## config.mk

```make
export PLATFORM = sky130hd
export DESIGN_NAME = pda_gen
export DESIGN_NICKNAME = d
export VERILOG_FILES = /design/src/rtl/pda_pkg.sv /design/src/rtl/pda_run_ctr.sv /design/src/rtl/pda_gen.sv
export SDC_FILE = /design/constraint.sdc
export NUM_CORES = 1
export LEC_CHECK = 0
export BUFFER_PORTS_ARGS = -buffer_cell sky130_fd_sc_hd__buf_2
export CAP_MARGIN = 20
export CORE_MARGIN = 4
export CORE_UTILIZATION = 25
export CTS_CLUSTER_SIZE = 40
export DETAILED_ROUTE_END_ITERATION = 12
export GPL_ROUTABILITY_DRIVEN = 0
export PLACE_DENSITY = 0.47
export RECOVER_POWER = 50
export SLEW_MARGIN = 10
export SYNTH_ARGS = -nofsm -noshare
export SYNTH_HDL_FRONTEND = slang
export SYNTH_HIERARCHICAL = 1
export SYNTH_SLANG_ARGS = --single-unit
```

## constraint.sdc

```tcl
create_clock -name clock -period 3.1 [get_ports clock]
set_input_delay 0.31 -clock clock [delete_from_list [all_inputs] [get_ports clock]]
set_output_delay 0.31 -clock clock [all_outputs]
set_load 0.02 [all_outputs]
```

## src/rtl/pda_pkg.sv

```systemverilog
// Shared types and constants for the a^i b^j c^k string generator.
package pda_pkg;

  // Default width of each run-length count.
  localparam int unsigned CntWDefault = 16;

  // Width of every emitted character.
  localparam int unsigned TermW = 8;

  // Generator phases: idle, the three character runs, optional terminator.
  typedef enum logic [2:0] {
    StIdle,
    StRunA,
    StRunB,
    StRunC,
    StTerm
  } pda_state_e;

endpackage

```

## src/rtl/pda_run_ctr.sv

```systemverilog
// Loadable down-counter with a last-flag; one instance is shared by all three runs.
module pda_run_ctr
  import pda_pkg::*;
#(
  parameter int unsigned CNT_W = CntWDefault
) (
  input  logic             clock,
  input  logic             reset,
  input  logic             load_i,
  input  logic [CNT_W-1:0] load_val_i,
  input  logic             dec_i,
  output logic [CNT_W-1:0] count_o,
  output logic             last_o
);

  logic [CNT_W-1:0] count_q;

  // Load has priority; decrement saturates at zero so an idle counter never wraps.
  always_ff @(posedge clock or negedge reset) begin
    if (!reset) begin
      count_q <= '0;
    end else if (load_i) begin
      count_q <= load_val_i;
    end else if (dec_i && (count_q != '0)) begin
      count_q <= count_q - 1'b1;
    end
  end

  // The character currently on the output is the final one of its run.
  always_comb begin
    last_o = (count_q == CNT_W'(1));
  end

  assign count_o = count_q;

endmodule

```

## src/rtl/pda_gen.sv

```systemverilog
// Emits first_term^i second_term^j third_term^k over a valid/ready stream.
// Define PDA_GEN_TERMINATOR_EN to append sep_term as the final character.
module pda_gen
  import pda_pkg::*;
#(
  parameter int unsigned CNT_W = CntWDefault
) (
  input  logic             clock,
  input  logic             reset,
  input  logic             cmd_valid,
  output logic             cmd_ready,
  input  logic [CNT_W-1:0] count_a,
  input  logic [CNT_W-1:0] count_b,
  input  logic [CNT_W-1:0] count_c,
  input  logic [TermW-1:0] first_term,
  input  logic [TermW-1:0] second_term,
  input  logic [TermW-1:0] third_term,
  input  logic [TermW-1:0] sep_term,
  output logic             out_valid,
  input  logic             out_ready,
  output logic [TermW-1:0] out_char,
  output logic             out_last,
  output logic             exp_match,
  output logic             cmd_err
);

`ifdef PDA_GEN_TERMINATOR_EN
  localparam bit TermEn = 1'b1;
`else
  localparam bit TermEn = 1'b0;
`endif

  pda_state_e state_q, state_d;

  logic             out_valid_q, out_valid_d;
  logic [TermW-1:0] out_char_q, out_char_d;
  logic             out_last_q, out_last_d;
  logic             exp_match_q, exp_match_d;
  logic             cmd_err_q, cmd_err_d;

  // Captured command fields still needed after acceptance; the first run's
  // character lives directly in out_char_q.
  logic [CNT_W-1:0] cnt_b_q, cnt_b_d;
  logic [CNT_W-1:0] cnt_c_q, cnt_c_d;
  logic [TermW-1:0] term_b_q, term_b_d;
  logic [TermW-1:0] term_c_q, term_c_d;
  logic [TermW-1:0] sep_q, sep_d;

  logic             ctr_load;
  logic [CNT_W-1:0] ctr_load_val;
  logic             ctr_dec;
  logic [CNT_W-1:0] ctr_count;
  logic             ctr_last;

  logic out_hs;
  logic cmd_bad;

  assign cmd_ready = (state_q == StIdle);
  assign out_hs    = out_valid_q && out_ready;
  assign cmd_bad   = (count_a == '0) || (count_b == '0) || (count_c == '0);

  pda_run_ctr #(
    .CNT_W (CNT_W)
  ) u_run_ctr (
    .clock      (clock),
    .reset      (reset),
    .load_i     (ctr_load),
    .load_val_i (ctr_load_val),
    .dec_i      (ctr_dec),
    .count_o    (ctr_count),
    .last_o     (ctr_last)
  );

  // Next-state and next-output decode; the output registers always hold the
  // character under offer, so run boundaries swap it in on the handshake edge.
  always_comb begin
    state_d      = state_q;
    out_valid_d  = out_valid_q;
    out_char_d   = out_char_q;
    out_last_d   = out_last_q;
    exp_match_d  = exp_match_q;
    cmd_err_d    = 1'b0;
    cnt_b_d      = cnt_b_q;
    cnt_c_d      = cnt_c_q;
    term_b_d     = term_b_q;
    term_c_d     = term_c_q;
    sep_d        = sep_q;
    ctr_load     = 1'b0;
    ctr_load_val = '0;
    ctr_dec      = 1'b0;

    unique case (state_q)
      StIdle: begin
        if (cmd_valid) begin
          if (cmd_bad) begin
            cmd_err_d = 1'b1;
          end else begin
            state_d      = StRunA;
            ctr_load     = 1'b1;
            ctr_load_val = count_a;
            cnt_b_d      = count_b;
            cnt_c_d      = count_c;
            term_b_d     = second_term;
            term_c_d     = third_term;
            sep_d        = sep_term;
            out_valid_d  = 1'b1;
            out_char_d   = first_term;
            out_last_d   = 1'b0;
            exp_match_d  = (count_a == count_b) || (count_a == count_c);
          end
        end
      end

      StRunA: begin
        if (out_hs) begin
          if (ctr_last) begin
            state_d      = StRunB;
            ctr_load     = 1'b1;
            ctr_load_val = cnt_b_q;
            out_char_d   = term_b_q;
          end else begin
            ctr_dec = 1'b1;
          end
        end
      end

      StRunB: begin
        if (out_hs) begin
          if (ctr_last) begin
            state_d      = StRunC;
            ctr_load     = 1'b1;
            ctr_load_val = cnt_c_q;
            out_char_d   = term_c_q;
            // Without a terminator a single-character c run is the string end.
            out_last_d   = !TermEn && (cnt_c_q == CNT_W'(1));
          end else begin
            ctr_dec = 1'b1;
          end
        end
      end

      StRunC: begin
        if (out_hs) begin
          if (ctr_last) begin
            if (TermEn) begin
              state_d    = StTerm;
              out_char_d = sep_q;
              out_last_d = 1'b1;
            end else begin
              state_d     = StIdle;
              out_valid_d = 1'b0;
              out_last_d  = 1'b0;
            end
          end else begin
            ctr_dec    = 1'b1;
            // Flag the next character if it will be the final c.
            out_last_d = !TermEn && (ctr_count == CNT_W'(2));
          end
        end
      end

      StTerm: begin
        if (out_hs) begin
          state_d     = StIdle;
          out_valid_d = 1'b0;
          out_last_d  = 1'b0;
        end
      end

      default: begin
        state_d     = StIdle;
        out_valid_d = 1'b0;
        out_last_d  = 1'b0;
      end
    endcase
  end

  // State and datapath registers; reset abandons any string in flight.
  always_ff @(posedge clock or negedge reset) begin
    if (!reset) begin
      state_q     <= StIdle;
      out_valid_q <= 1'b0;
      out_char_q  <= '0;
      out_last_q  <= 1'b0;
      exp_match_q <= 1'b0;
      cmd_err_q   <= 1'b0;
      cnt_b_q     <= '0;
      cnt_c_q     <= '0;
      term_b_q    <= '0;
      term_c_q    <= '0;
      sep_q       <= '0;
    end else begin
      state_q     <= state_d;
      out_valid_q <= out_valid_d;
      out_char_q  <= out_char_d;
      out_last_q  <= out_last_d;
      exp_match_q <= exp_match_d;
      cmd_err_q   <= cmd_err_d;
      cnt_b_q     <= cnt_b_d;
      cnt_c_q     <= cnt_c_d;
      term_b_q    <= term_b_d;
      term_c_q    <= term_c_d;
      sep_q       <= sep_d;
    end
  end

  assign out_valid = out_valid_q;
  assign out_char  = out_char_q;
  assign out_last  = out_last_q;
  assign exp_match = exp_match_q;
  assign cmd_err   = cmd_err_q;

endmodule

```

# == Yosys cells after proc, flatten, opt, wreduce, memory -nomap -nowiden ==
# Cells that the tools add are included.
# op_classes
n_reduce_logical,19
mux,50
bitwise,3
eq_ne,18
add_sub_neg,1
# ops
operator,count
2-to-1 mux 16 bit,8
logical NOT 16 bit,3
2-to-1 mux 8 bit,6
one-hot mux 16 bit (3 select lines),1
== test 16 x 1 -> 1 bit (second input constant),2
== test 16 bit,2
2-to-1 mux 3 bit,9
one-hot mux 8 bit (3 select lines),1
2-to-1 mux 1 bit,21
inequality test 2 bit (second input constant),9
== test 16 x 2 -> 1 bit (second input constant),1
nonzero test 16 bit,1
subtractor 16 x 1 -> 16 bit (second input constant),1
one-hot mux 3 bit (5 select lines),1
AND reduction 7 bit,2
AND reduction 9 bit,1
== test 3 x 2 -> 1 bit (second input constant),2
AND reduction 6 bit,1
one-hot mux 1 bit (5 select lines),1
one-hot mux 1 bit (4 select lines),1
== test 3 x 1 -> 1 bit (second input constant),1
== test 3 bit (second input constant),1
logical NOT 3 bit,1
logical OR 1 bit,3
8 further kinds,11
# totals
word_cells,102
output_inout_bits,13
inputBits,84
ff_bits,79

# == Depth between registers and ports, before layout ==
# logic_depth
depth_word,7
ltp_mapped,11
mapped_depth_nobuf,9

# == Modules after synthesis ==
# The synthesis kept the hierarchy.
# modules_own_cells
module,cells_per_inst,n_inst,area_per_inst_um2,seq_area_each_um2
pda_gen,300,1,3550.9,1551.5
pda_run_ctr,128,1,1076.0,400.4

# == Worst setup path before layout ==
# No wires, ideal clock.
# synth_path
path_type,reg-to-reg
startpoint,register u_run_ctr.count_q[11] (netlist: u_run_ctr/count_o[11])
endpoint,register u_run_ctr.count_q[0] (netlist: u_run_ctr/count_o[0])
setup_slack_ps,-43
stages_incl_launch_ff,12
t_required_ps,2966
setup_ps,134
period_less_slack_ps,3143
t_arrival_ps,3008
n_path_buf,2
cell_sequence,dfrtp_1 > or4_1 > nor4_1 > and3_1 > and3_1 > nand2_1 > a21oi_1 > clkbuf_1 > inv_1 > clkbuf_1 > o2111ai_1 > o211ai_1
# synth_between
elab_cells_between_ends,16
classes_between,eq/ne (1); mux (12); reduce/logical (3)
# synth_rtl
element,line,rtl
from (decl),pda_run_ctr.sv:16,logic [CNT_W-1:0] count_q;
from (signal assigned),pda_run_ctr.sv:23,count_q <= load_val_i;
from (signal assigned),pda_run_ctr.sv:25,count_q <= count_q - 1'b1;
== test 16 x 1 -> 1 bit (*),pda_run_ctr.sv:31,last_o = (count_q == CNT_W'(1));
via ctr_last,pda_gen.sv:53,logic ctr_last;
2-to-1 mux 1 bit (*),"pda_gen.sv:116, pda_gen.sv:129",
2-to-1 mux 1 bit (*),pda_gen.sv:115,if (out_hs) begin
one-hot mux 1 bit (2 select lines) (*),pda_gen.sv:92,unique case (state_q)
via ctr_load,pda_gen.sv:49,logic ctr_load;
2-to-1 mux 16 bit / nonzero test 2 bit (equally long branches),-,
# Mark *: on every way through the listed nets, which the timed path passes. The rest lies on a longest branch.
# A chain may end at the register's enable or synchronous reset.

# == Worst setup path in the final report ==
# layout_path
startpoint,register u_run_ctr.count_q[11] (netlist: u_run_ctr/count_o[11])
endpoint,register u_run_ctr.count_q[1] (netlist: u_run_ctr/count_o[1])
# The elaborated chain is that of the path after synthesis.

==> results.json <==
{
  "status": "finished, violations left",
  "violations": "capacitance limit, slew limit",
  "final_area_mm2": 0.00565,
  "die-height_um": 144,
  "p_leak_nw": 2.23,
  "tightest_slew_ps": 1750,
  "cp_slowest_cell": "or4_1",
  "rrSetupSlack_ps": 150,
  "layout.cells.non_filler": 755,
  "syn_area_per_cell_um2": 10.8,
  "die_width_um": 144,
  "overflow": 0,
  "htree_levels": 3,
  "ant_nets": 0,
  "row_count": 49,
  "crit_type": "flop to flop",
  "clock_latency_ps": 350,
  "setup_tns_ps": 0,
  "dieArea_mm2": 0.0207,
  "drc": 0,
  "drv_slew": 31,
  "post-route-min-period_ps": 2950,
  "finalClockSkew_ps": 9.56,
  "place_hpwl_um": 10500,
  "power.density_mw_per_mm2": 923,
  "drive_gt1_share_pct": 34.0,
  "grt_pass1_wl_um": 22300,
  "hold_path_depth": 2,
  "worst_hold_slack_ps": 182,
  "initial_core_util_pct": 25.6,
  "area_growth_syn_to_layout_pct": 22.0,
  "finish.utilization_pct": 31.2,
  "dr.pass1.iters": 6,
  "drtIter0Drc": 234,
  "placed_area_mm2": 0.00533,
  "synth.yosys.seq_area_share_pct": 42.2,
  "pre_cts_ws_ps": 149,
  "async_flop_share_pct": 100,
  "critical_path.max_stage_delay_ps": 570,
  "synth_fp_nets": 519,
  "synth_top_area_cell": "dfrtp_1",
  "r2r_cells": 10,
  "io_buffers": 88,
  "ys_warn_count": 6,
  "critPathArrivalTime_ps": 3160,
  "ir_drop_mv": 0.332,
  "antenna_found_initial": 0,
  "nets": 612,
  "ys.flop_type": "dfrtp_1",
  "yosys-top-cells-area": "dfrtp_1, mux2_2, xnor2_1",
  "hold_violations": 0,
  "relSlewSlack_pct": -16.9,
  "synth_common_cells": "dfrtp_1, mux2_2, xnor2_1, nand2_1",
  "rsz0062_at_grt": "no",
  "hold_path.class": "input pin to flop",
  "num_io_pins": 97,
  "antenna_cells": 0,
  "timing.final.crit_share_pct": 95.0,
  "synth_top_area_share_pct": 42.2,
  "setup_viol": 0,
  "start_kind": "flop",
  "crit_required_ps": 3310,
  "path_cells": "or4_1, nor4_2, and3_1, and3_1, nand2_1, a21oi_4, buf_4, nor2_1, o211ai_1, o211ai_1",
  "yosysUniqueCellTypes": 51,
  "grt_max_degree": 79,
  "wl_per_cell_um": 19.1,
  "cap_violations": 1,
  "ctsRootBufferMaster": "clkbuf_16",
  "dp_cells": 734,
  "cts_num_sinks": 78,
  "synth-seq-cells": 78,
  "cts_max_path_buffers": 2,
  "synth.most_common_cell": "dfrtp_1",
  "synthCells": 428,
  "grt_use_total_pct": 13.9,
  "grt_pass1_vias": 3918,
  "vias_per_cell": 5.10,
  "worst_slack_ps": 155,
  "cts_buffers": 9,
  "cts_tree": "done",
  "crit_fanout": 18,
  "max_freq_mhz": 340,
  "end_kind": "flop",
  "clkTransAtPathRegs_ps": 60,
  "power_mw": 5.21,
  "syn_area_mm2": 0.00463,
  "wirelength_um": 14400,
  "vias": 3848,
  "synth-edff-count": 0,
  "coreArea_mm2": 0.0181,
  "nFillCells": 1866
}
[worst paths after layout]
check	startpoint	to
max	u_run_ctr/count_o[11]$_DFFE_PN0P_	u_run_ctr/count_o[1]$_DFFE_PN0P_
min	second_term[6]	term_b_q[6]$_DFFE_PN0P_
max reg2reg	u_run_ctr/count_o[11]$_DFFE_PN0P_	u_run_ctr/count_o[1]$_DFFE_PN0P_
min reg2reg	term_b_q[4]$_DFFE_PN0P_	term_b_q[4]$_DFFE_PN0P_
max in group asynchronous	reset	cnt_b_q[8]$_DFFE_PN0P_
min in group asynchronous	reset	out_char[0]$_DFFE_PN0P_
[registers in the layout (all words and copies together), names as in the netlist]
signal             count
term_b_q               8
cmd_err                1
out_last               1
term_c_q               8
out_char               8
cnt_c_q               16
out_valid              1
exp_match              1
u_run_ctr/count_o     16
state_q                2
cnt_b_q               16
[cell type report]
type                            count  area [µm²]  area share [%]
Clock buffer                       10         229            4.06
Clock inverter                      6        47.5           0.842
Inverter                            7        30.0           0.532
Multi-Input combinational cell    321        2530            44.9
Sequential cell                    78        1950            34.6
Tap cell                          229         287            5.08
Timing Repair Buffer              103         559            9.91
Timing Repair inverter              1        7.51           0.133
[kinds of logic after synthesis]
| family | after synthesis | share of synthesized area (%) |
|---|---|---|
| and+or+nand+nor | 124 | 16.4 |
| adders and majority gates | 7 | 1.89 |
| buffers and inverters | 29 | 3.43 |
| AOI/OAI and AO/OA | 99 | 15.6 |
| DFF | 78 | 42.2 |
| muxes | 58 | 14.3 |
| xor gates and xnor gates | 33 | 6.25 |
[per-layer routing]
metal	up-vias	GRT usage [%]	share of wire, %
met5	-	0	0
met4	0	3.82	1.5
met3	15	3.04	4.0
met2	92	22.4	48
met1	1914	19.1	46
li1	1827	-	-
[critical path: cells and delay by family (launching register included)]
kind,cells,cell delay [ps]
and+or+nand+nor,6,1590
DFF,1,450
buffers and inverters,1,280
AOI/OAI and AO/OA,3,500
[where the power goes]
group	switching, mW	internal (mW)
combinational	1.26	1.06
sequential	0.387	1.51
clock	0.445	0.548
total	2.09	3.12
[timing repair]
item / 4_1_cts / 5_1_grt
hold buffers: 0 / 1
endpoints found under the setup margin: 0 / 13
resized for setup: 0 / 4
hold endpoints to repair: 0 / 29
setup buffers: 0 / 2
[cell usage in the layout (no fill, tap or decap), types with 2 or more instances in the layout]
cell,n
or3_1,2
clkbuf_16,9
nor4_2,9
buf_2,81
o2bb2ai_1,16
o21ai_0,10
nand4b_1,3
and3_1,2
mux2_4,2
clkinv_4,3
clkbuf_1,8
xnor2_1,32
a2111o_1,4
a21oi_1,14
buf_4,12
inv_1,6
o211ai_1,9
o31ai_1,4
nand4_1,9
nor3_1,3
nand3_1,9
a22oi_1,24
mux2_2,46
clkinvlp_4,3
ha_1,7
mux2_1,10
a31oi_1,7
nand4_2,2
nor2_1,24
nor4_1,15
dfrtp_1,78
nand2_1,26
a21oi_2,2
or4_1,10
(Power assumes the default switching activity.)
